### src/rtl/id_ex_if.sv
// Decode-to-execute pipeline bus: decode-side fields in, execute-side registered fields out.
// master drives the decode slot and flush; slave is the ID/EX register stage.
interface id_ex_if;
   logic        id_valid;
   logic [31:0] id_pc;
   logic [31:0] id_rs1_data;
   logic [31:0] id_rs2_data;
   logic [31:0] id_imm;
   logic [4:0]  id_rs1;
   logic [4:0]  id_rs2;
   logic [4:0]  id_rd;
   logic [3:0]  id_funct;
   logic [2:0]  id_exCtrl;
   logic [2:0]  id_memCtrl;
   logic [1:0]  id_wbCtrl;
   logic        ex_flush;

   logic        ex_valid;
   logic [31:0] ex_pc;
   logic [31:0] ex_rs1_data;
   logic [31:0] ex_rs2_data;
   logic [31:0] ex_imm;
   logic [4:0]  ex_rs1;
   logic [4:0]  ex_rs2;
   logic [4:0]  ex_rd;
   logic [3:0]  ex_funct;
   logic [2:0]  ex_exCtrl;
   logic [2:0]  ex_memCtrl;
   logic [1:0]  ex_wbCtrl;
   logic        hazard_stall;
   logic [15:0] bubble_count;

   modport master (
      output id_valid, id_pc, id_rs1_data, id_rs2_data, id_imm,
             id_rs1, id_rs2, id_rd, id_funct, id_exCtrl, id_memCtrl, id_wbCtrl,
             ex_flush,
      input  ex_valid, ex_pc, ex_rs1_data, ex_rs2_data, ex_imm,
             ex_rs1, ex_rs2, ex_rd, ex_funct, ex_exCtrl, ex_memCtrl, ex_wbCtrl,
             hazard_stall, bubble_count
   );

   modport slave (
      input  id_valid, id_pc, id_rs1_data, id_rs2_data, id_imm,
             id_rs1, id_rs2, id_rd, id_funct, id_exCtrl, id_memCtrl, id_wbCtrl,
             ex_flush,
      output ex_valid, ex_pc, ex_rs1_data, ex_rs2_data, ex_imm,
             ex_rs1, ex_rs2, ex_rd, ex_funct, ex_exCtrl, ex_memCtrl, ex_wbCtrl,
             hazard_stall, bubble_count
   );
endinterface

### src/rtl/id_ex_stage.sv
// ID/EX pipeline register with load-use hazard detection, bubble insertion and flush.
// Each edge applies one action by priority FLUSH > BUBBLE > CAPTURE; bubble_count saturates.
module id_ex_stage (
   input logic     clk,
   input logic     rst_n,
   id_ex_if.slave  bus
);

   typedef enum logic [1:0] {
      ACT_CAPTURE = 2'd0,
      ACT_BUBBLE  = 2'd1,
      ACT_FLUSH   = 2'd2
   } action_t;

   logic        r_valid;
   logic [31:0] r_pc;
   logic [31:0] r_rs1_data;
   logic [31:0] r_rs2_data;
   logic [31:0] r_imm;
   logic [4:0]  r_rs1;
   logic [4:0]  r_rs2;
   logic [4:0]  r_rd;
   logic [3:0]  r_funct;
   logic [2:0]  r_exCtrl;
   logic [2:0]  r_memCtrl;
   logic [1:0]  r_wbCtrl;
   logic [15:0] r_bubble_count;

   logic        w_hazard_stall;
   action_t     w_action;
   logic [2:0]  w_cap_exCtrl;
   logic [2:0]  w_cap_memCtrl;
   logic [1:0]  w_cap_wbCtrl;
   logic [15:0] w_bubble_inc;

   // Load in EX whose destination feeds the decode slot; rs2 compared even if unused
   always_comb begin
      w_hazard_stall = r_valid & r_memCtrl[2] & (r_rd != 5'd0) & bus.id_valid &
                       ((r_rd == bus.id_rs1) | (r_rd == bus.id_rs2));
   end

   // Action select and captured control gating
   always_comb begin
      w_action      = ACT_CAPTURE;
      w_cap_exCtrl  = 3'b000;
      w_cap_memCtrl = 3'b000;
      w_cap_wbCtrl  = 2'b00;
      if (bus.ex_flush) begin
         w_action = ACT_FLUSH;
      end else if (w_hazard_stall) begin
         w_action = ACT_BUBBLE;
      end else begin
         w_action = ACT_CAPTURE;
      end
      if (bus.id_valid) begin
         w_cap_exCtrl  = bus.id_exCtrl;
         w_cap_memCtrl = bus.id_memCtrl;
         w_cap_wbCtrl  = bus.id_wbCtrl;
      end else begin
         w_cap_exCtrl  = 3'b000;
         w_cap_memCtrl = 3'b000;
         w_cap_wbCtrl  = 2'b00;
      end
   end

   // Saturating bubble counter increment
   always_comb begin
      if (r_bubble_count == 16'hFFFF) begin
         w_bubble_inc = r_bubble_count;
      end else begin
         w_bubble_inc = r_bubble_count + 16'd1;
      end
   end

   // Pipeline register state update
   always_ff @(posedge clk or negedge rst_n) begin
      if (!rst_n) begin
         r_valid        <= 1'b0;
         r_pc           <= 32'd0;
         r_rs1_data     <= 32'd0;
         r_rs2_data     <= 32'd0;
         r_imm          <= 32'd0;
         r_rs1          <= 5'd0;
         r_rs2          <= 5'd0;
         r_rd           <= 5'd0;
         r_funct        <= 4'd0;
         r_exCtrl       <= 3'd0;
         r_memCtrl      <= 3'd0;
         r_wbCtrl       <= 2'd0;
         r_bubble_count <= 16'd0;
      end else begin
         case (w_action)
            ACT_CAPTURE: begin
               r_valid    <= bus.id_valid;
               r_pc       <= bus.id_pc;
               r_rs1_data <= bus.id_rs1_data;
               r_rs2_data <= bus.id_rs2_data;
               r_imm      <= bus.id_imm;
               r_rs1      <= bus.id_rs1;
               r_rs2      <= bus.id_rs2;
               r_rd       <= bus.id_rd;
               r_funct    <= bus.id_funct;
               r_exCtrl   <= w_cap_exCtrl;
               r_memCtrl  <= w_cap_memCtrl;
               r_wbCtrl   <= w_cap_wbCtrl;
            end
            ACT_BUBBLE: begin
               r_valid        <= 1'b0;
               r_exCtrl       <= 3'd0;
               r_memCtrl      <= 3'd0;
               r_wbCtrl       <= 2'd0;
               r_bubble_count <= w_bubble_inc;
            end
            ACT_FLUSH: begin
               r_valid   <= 1'b0;
               r_exCtrl  <= 3'd0;
               r_memCtrl <= 3'd0;
               r_wbCtrl  <= 2'd0;
            end
            default: begin
               // Unreachable encoding: fall back to a safe invalid slot
               r_valid   <= 1'b0;
               r_exCtrl  <= 3'd0;
               r_memCtrl <= 3'd0;
               r_wbCtrl  <= 2'd0;
            end
         endcase
      end
   end

   assign bus.ex_valid     = r_valid;
   assign bus.ex_pc        = r_pc;
   assign bus.ex_rs1_data  = r_rs1_data;
   assign bus.ex_rs2_data  = r_rs2_data;
   assign bus.ex_imm       = r_imm;
   assign bus.ex_rs1       = r_rs1;
   assign bus.ex_rs2       = r_rs2;
   assign bus.ex_rd        = r_rd;
   assign bus.ex_funct     = r_funct;
   assign bus.ex_exCtrl    = r_exCtrl;
   assign bus.ex_memCtrl   = r_memCtrl;
   assign bus.ex_wbCtrl    = r_wbCtrl;
   assign bus.bubble_count = r_bubble_count;
   assign bus.hazard_stall = w_hazard_stall;

endmodule
### src/flat_wrapper.sv
// flat-port wrapper written by rule: the top's interface ports become plain ports
module id_ex_stage_flat 
  (clk, rst_n, bus_id_valid, bus_id_pc, bus_id_rs1_data, bus_id_rs2_data, bus_id_imm, bus_id_rs1, bus_id_rs2, bus_id_rd, bus_id_funct, bus_id_exCtrl, bus_id_memCtrl, bus_id_wbCtrl, bus_ex_flush, bus_ex_valid, bus_ex_pc, bus_ex_rs1_data, bus_ex_rs2_data, bus_ex_imm, bus_ex_rs1, bus_ex_rs2, bus_ex_rd, bus_ex_funct, bus_ex_exCtrl, bus_ex_memCtrl, bus_ex_wbCtrl, bus_hazard_stall, bus_bubble_count);
  id_ex_if bus_i ();
  input logic clk;
  input logic rst_n;
  input wire logic [$bits(bus_i.id_valid)-1:0] bus_id_valid;
  input wire logic [$bits(bus_i.id_pc)-1:0] bus_id_pc;
  input wire logic [$bits(bus_i.id_rs1_data)-1:0] bus_id_rs1_data;
  input wire logic [$bits(bus_i.id_rs2_data)-1:0] bus_id_rs2_data;
  input wire logic [$bits(bus_i.id_imm)-1:0] bus_id_imm;
  input wire logic [$bits(bus_i.id_rs1)-1:0] bus_id_rs1;
  input wire logic [$bits(bus_i.id_rs2)-1:0] bus_id_rs2;
  input wire logic [$bits(bus_i.id_rd)-1:0] bus_id_rd;
  input wire logic [$bits(bus_i.id_funct)-1:0] bus_id_funct;
  input wire logic [$bits(bus_i.id_exCtrl)-1:0] bus_id_exCtrl;
  input wire logic [$bits(bus_i.id_memCtrl)-1:0] bus_id_memCtrl;
  input wire logic [$bits(bus_i.id_wbCtrl)-1:0] bus_id_wbCtrl;
  input wire logic [$bits(bus_i.ex_flush)-1:0] bus_ex_flush;
  output wire logic [$bits(bus_i.ex_valid)-1:0] bus_ex_valid;
  output wire logic [$bits(bus_i.ex_pc)-1:0] bus_ex_pc;
  output wire logic [$bits(bus_i.ex_rs1_data)-1:0] bus_ex_rs1_data;
  output wire logic [$bits(bus_i.ex_rs2_data)-1:0] bus_ex_rs2_data;
  output wire logic [$bits(bus_i.ex_imm)-1:0] bus_ex_imm;
  output wire logic [$bits(bus_i.ex_rs1)-1:0] bus_ex_rs1;
  output wire logic [$bits(bus_i.ex_rs2)-1:0] bus_ex_rs2;
  output wire logic [$bits(bus_i.ex_rd)-1:0] bus_ex_rd;
  output wire logic [$bits(bus_i.ex_funct)-1:0] bus_ex_funct;
  output wire logic [$bits(bus_i.ex_exCtrl)-1:0] bus_ex_exCtrl;
  output wire logic [$bits(bus_i.ex_memCtrl)-1:0] bus_ex_memCtrl;
  output wire logic [$bits(bus_i.ex_wbCtrl)-1:0] bus_ex_wbCtrl;
  output wire logic [$bits(bus_i.hazard_stall)-1:0] bus_hazard_stall;
  output wire logic [$bits(bus_i.bubble_count)-1:0] bus_bubble_count;
  assign bus_i.id_valid = bus_id_valid;
  assign bus_i.id_pc = bus_id_pc;
  assign bus_i.id_rs1_data = bus_id_rs1_data;
  assign bus_i.id_rs2_data = bus_id_rs2_data;
  assign bus_i.id_imm = bus_id_imm;
  assign bus_i.id_rs1 = bus_id_rs1;
  assign bus_i.id_rs2 = bus_id_rs2;
  assign bus_i.id_rd = bus_id_rd;
  assign bus_i.id_funct = bus_id_funct;
  assign bus_i.id_exCtrl = bus_id_exCtrl;
  assign bus_i.id_memCtrl = bus_id_memCtrl;
  assign bus_i.id_wbCtrl = bus_id_wbCtrl;
  assign bus_i.ex_flush = bus_ex_flush;
  assign bus_ex_valid = bus_i.ex_valid;
  assign bus_ex_pc = bus_i.ex_pc;
  assign bus_ex_rs1_data = bus_i.ex_rs1_data;
  assign bus_ex_rs2_data = bus_i.ex_rs2_data;
  assign bus_ex_imm = bus_i.ex_imm;
  assign bus_ex_rs1 = bus_i.ex_rs1;
  assign bus_ex_rs2 = bus_i.ex_rs2;
  assign bus_ex_rd = bus_i.ex_rd;
  assign bus_ex_funct = bus_i.ex_funct;
  assign bus_ex_exCtrl = bus_i.ex_exCtrl;
  assign bus_ex_memCtrl = bus_i.ex_memCtrl;
  assign bus_ex_wbCtrl = bus_i.ex_wbCtrl;
  assign bus_hazard_stall = bus_i.hazard_stall;
  assign bus_bubble_count = bus_i.bubble_count;
  id_ex_stage u_core (.clk(clk), .rst_n(rst_n), .bus(bus_i));
endmodule
### config.mk
export PLATFORM = sky130hd
export DESIGN_NAME = id_ex_stage_flat
export DESIGN_NICKNAME = d
export VERILOG_FILES = /design/src/rtl/id_ex_if.sv /design/src/rtl/id_ex_stage.sv /design/src/flat_wrapper.sv
export SDC_FILE = /design/constraint.sdc
export NUM_CORES = 1
export LEC_CHECK = 0
export CAP_MARGIN = 25
export CORE_UTILIZATION = 33
export DETAILED_ROUTE_END_ITERATION = 8
export PLACE_DENSITY = 0.76
export SLEW_MARGIN = 5
export SYNTH_ARGS = -nofsm -noshare
export SYNTH_HDL_FRONTEND = slang
export SYNTH_SLANG_ARGS = --single-unit
### constraint.sdc
create_clock -name clk -period 4.1 [get_ports clk]
set_input_delay 0.615 -clock clk [delete_from_list [all_inputs] [get_ports clk]]
set_output_delay 0.615 -clock clk [all_outputs]
set_load 0.005 [all_outputs]
== Word-level counts from Yosys, hierarchy flattened ==
Cells that the tools add are included.
Word-level totals
  bits in read-only memories: 0
  register bits after elaboration: 172
  bits in writable memories: 0
  bits in latches: 0
  memories kept: 0
  word-level logic and storage cells: 36
Operators by class
  mux-type cells: 9
  add/subtract/negate cells: 1
  divide/modulo/power cells: 0
  eq/ne operators: 4
  bitwise gates (word level): 6
  reduce and logical (&&, ||, !) cells: 3
  shift operators: 0
  multiply operators: 0
  order comparisons: 0
Operators by type and width (count)
  16-bit by 1-bit adder with 16-bit output, second input constant: 1
  16-bit == test, second input constant: 1
  3-bit 2-to-1 mux: 4
  5-bit == test: 2
  2-bit 2-to-1 mux: 3
  5-bit nonzero test: 1
  1-bit bitwise AND: 4
  2-bit by 1-bit == test with 1-bit output, second input constant: 1
  2-bit logical NOT: 1
  1-bit 2-to-1 mux: 2
  2-bit AND reduction: 1
  1-bit NOT: 1
  1-bit OR: 1

== Depth between registers and ports, before layout ==
  depth in word-level cells: 8
  mapped depth: 7

== Worst setup path after synthesis ==
Ideal clock, no wire load.
  kind: input port to output port
  start: in bus_id_rs1[4]
  end: out bus_hazard_stall
  arrival: 1.641 ns
  setup slack: 1.844 ns
  stages: 5
  data required time: 3.485 ns
  cell sequence: xnor2_1 nand3_1 o22ai_2 clkbuf_1 and3_1
Between the ends
  word-level cells in the longest chain between the ends: 3
Ends and longest elaborated chain
  from (decl): RTL line flat_wrapper.sv:12  | input wire logic [$bits(bus_i.id_rs1)-1:0] bus_id_rs1;
  5-bit == test: RTL line id_ex_stage.sv:39  | ((r_rd == bus.id_rs1) | (r_rd == bus.id_rs2));
  1-bit OR: RTL line id_ex_stage.sv:39
  1-bit bitwise AND: RTL line id_ex_stage.sv:38  | w_hazard_stall = r_valid & r_memCtrl[2] & (r_rd != 5'd0) & bus.id_valid &
  to (decl): RTL line flat_wrapper.sv:32  | output wire logic [$bits(bus_i.hazard_stall)-1:0] bus_hazard_stall;
No other way between the ends.

== Final worst setup path ==
  start: in bus_id_rs1[2]
  end: out bus_hazard_stall
Same word-level chain as after synthesis.

==> impl_metrics.yaml <==
sta:
  tightest_slew_ps: 913
  timing.final.max_slew_violations: 0
  fin_crit_sh_pct: 75.0
  fmax_mhz: 325
  hold_slack_ps: 240
  tns_ps: 0
  finalHoldViolations: 0
  setup_viol: 0
  skew_ps: 13.0
  rsz0062_at_grt: "false"
  period_needed_ps: 3080
  slew_headroom_pct: 39.1
critical_path:
  startpoint_type: "input port"
  crit_buf_inv: 3
  worst_ep_arrival_time_ps: 2460
  slowest_stage: "clkdlybuf4s50_1"
  path_cells: "clkdlybuf4s50_1 > xnor2_1 > nand3_1 > o22ai_2 > buf_4 > and3_1 > clkdlybuf4s50_1"
  crit_fanout: 19
  worstPathRequired_ps: 3480
  path_delay_family: "buffers and inverters"
  cpPeakStageDelay_ps: 500
  cp-end-kind: "output pin"
  criticalPathCategory: "input port to output pin"
  crit_top_cell: "clkdlybuf4s50_1"
synthesis:
  synth_edf_count: 0
  yosysSeqAreaShare_pct: 59.3
  async_reset_ff_share_pct: 100
  syn_inst: 429
  yosys_register_bits: 172
  ys.warnings.count: 0
  syn_area_per_cell_um2: 16.9
  synthesis.nets: 589
  synth_area_mm2: 0.00726
  synth_flop_cell: "dfrtp_1"
  ys_types: 31
detailed_routing:
  wire_per_inst_um: 17.2
  wirelength_mm: 18.1
  drc_errors: 0
  drt-initial-drc-count: 100
  drtPass1Iterations: 4
  avgViaCountPerCell: 4.53
  ant_nets: 0
  vias: 4778
placement:
  io_buffers: 331
  placed_cell_area_mm2: 0.0108
  place_congestion: 0.748
  place_hpwl_mm: 13.2
floorplanning:
  core_area_mm2: 0.0213
  num_rows: 53
  die-area_mm2: 0.0226
  die_width_um: 150
  fp.dieH_um: 150
  io_pins: 332
  initial_core_util_pct: 34.1
final_layout:
  antenna_cells: 0
  fin_area_mm2: 0.0114
  final_nets: 927
  fill_cells: 1740
  drive_above_1_share_pct: 24.5
  syn_to_final_growth_pct: 57.7
  final_util_pct: 53.7
job:
  drv_cap: 0
clocking:
  cts_sinks: 172
  cts_buffers: 17
  cts_max_path_buffers: 2
  ctsResizeCount: 0
  cts_tree: "done"
  cts_hold_buf: 0
  cts_root_buf: "clkbuf_16"
  clk_latency_ps: 420
  path_clk_slew_ps: 70
  h-tree-depth: 4
  post_cts_buffers: 0
global_route:
  antenna_found_initial: 0
  grt_max_degree: 98
  grt_first_pass_wirelength_mm: 27.2
  grt.overflow.total: 0
  grt_pass1_vias: 4894
  grtUsageTotal_pct: 15.8
pwr:
  ir_worst_vdd_mv: 0.271
  power_density_mw_per_mm2: 387
  p_total_mw: 4.42
  p_leak_nw: 5.01
outcome:
  run_status: "finished, final reports clean"
worst_hold_path:
  hp-class: "input port to asynchronous set/reset pin"
[power breakdown]
part	switching (mW)	total, mW	internal [mW]
Combinational	0.239	0.847	0.608
Clock	0.759	1.63	0.875
Sequential	0.0960	1.94	1.85
Total	1.09	4.42	3.33
[area by class of cell]
class / instances / area, um2 / area share (%)
clock buffer: 17 / 425 / 3.72
clock inverter: 15 / 175 / 1.53
inverter: 1 / 3.75 / 0.0328
multi-input combinational: 237 / 2770 / 24.2
sequential: 172 / 4300 / 37.6
tap: 275 / 344 / 3.01
timing repair buffer: 338 / 3420 / 29.9
[per-stage QoR]
| stage | setup WS, ps | instances |
|---|---|---|
| 2_1_floorplan | 1840 | 429 |
| 3_3_place_gp | 926 | 1023 |
| 3_5_place_dp | 900 | 1023 |
| 4_1_cts | 1020 | 1055 |
| 5_1_grt | 906 | 1055 |
| 6_report | 1020 | 1055 |
[kinds of logic after synthesis]
group	after synthesis	share of synthesized area, %
mux	149	29.9
flops	172	59.3
fa+ha+maj	1	0.172
buf+inv	20	2.60
simple gates	54	4.10
compound gates	10	1.17
xor+xnor	23	2.78
[cell usage in the layout (no fill, tap or decap)]
cell type	synthesis	final
o22ai_2	1	1
dfrtp_1	172	172
inv_1	1	1
clkbuf_16	0	17
o211ai_1	1	1
and2_1	8	8
nand4_1	8	8
clkinvlp_4	0	1
or3_1	1	1
a41oi_1	1	1
nor3_1	4	4
and4_1	1	1
nor2b_1	2	2
nor2_1	3	3
a21oi_1	1	1
nand2_1	7	7
mux2_4	130	130
nand3_1	11	11
nor4_1	2	2
bufinv_16	0	1
ha_1	1	1
buf_4	0	3
clkinv_8	0	2
buf_6	15	1
inv_6	0	3
clkinv_4	0	2
mux2_2	19	19
or4_1	1	1
buf_12	0	4
o211a_1	1	1
clkinv_2	0	1
xnor2_1	23	23
a31o_4	0	1
and3_1	5	5
clkdlybuf4s50_1	0	330
nand2b_1	1	1
inv_8	0	5
o31a_1	1	1
a31oi_1	1	1
o2111ai_1	2	2
[sequential cells by signal, indices dropped and copies added, names as in the netlist]
register / count
u_core.bus.ex_rs1: 5
u_core.bus.ex_exCtrl: 3
u_core.bus.ex_pc: 32
u_core.bus.ex_imm: 32
u_core.bus.ex_valid: 1
u_core.bus.ex_rs2_data: 32
u_core.bus.ex_rd: 5
u_core.bus.ex_memCtrl: 3
u_core.bus.ex_wbCtrl: 2
u_core.bus.bubble_count: 16
u_core.bus.ex_rs2: 5
u_core.bus.ex_funct: 4
u_core.bus.ex_rs1_data: 32
[path summary, 6_finish.rpt]
path                                             end  cells after the start  slack [ps]                      start
setup / recovery                    bus_hazard_stall                      7        1020              bus_id_rs1[2]
hold / removal                 u_core.bus.ex_imm[26]                      1         240                      rst_n
setup reg to reg                u_core.bus.ex_pc[17]                      7        1500        u_core.bus.ex_rd[4]
hold reg to reg            u_core.bus.ex_rs1_data[2]                      1         510  u_core.bus.ex_rs1_data[2]
max in group asynchronous      u_core.bus.ex_imm[16]                      2        2910                      rst_n
min in group clk           u_core.bus.ex_rs1_data[2]                      1         510  u_core.bus.ex_rs1_data[2]
[metal layers]
layer | wire [um] | global-route usage [%] | up-vias
li1 | - | - | 2193
met1 | 7470 | 19.5 | 2370
met2 | 8870 | 25.9 | 201
met3 | 1590 | 5.64 | 14
met4 | 174 | 4.24 | 0
met5 | 0 | 0 | -
[synthesized netlist by cell type, types with 2 or more instances]
master / number / area (um2)
and2_1: 8 / 50.1
clkbuf_1: 3 / 11.3
and3_1: 5 / 31.3
nand4_1: 8 / 50.1
nor2b_1: 2 / 12.5
nand3_1: 11 / 55.1
nor2_1: 3 / 11.3
xnor2_1: 23 / 201
buf_6: 15 / 169
nor4_1: 2 / 12.5
dfrtp_1: 172 / 4300
nor3_1: 4 / 20.0
mux2_2: 19 / 214
nand2_1: 7 / 26.3
mux2_4: 130 / 1950
o2111ai_1: 2 / 17.5
No activity file was read; power rests on OpenSTA's default activity.
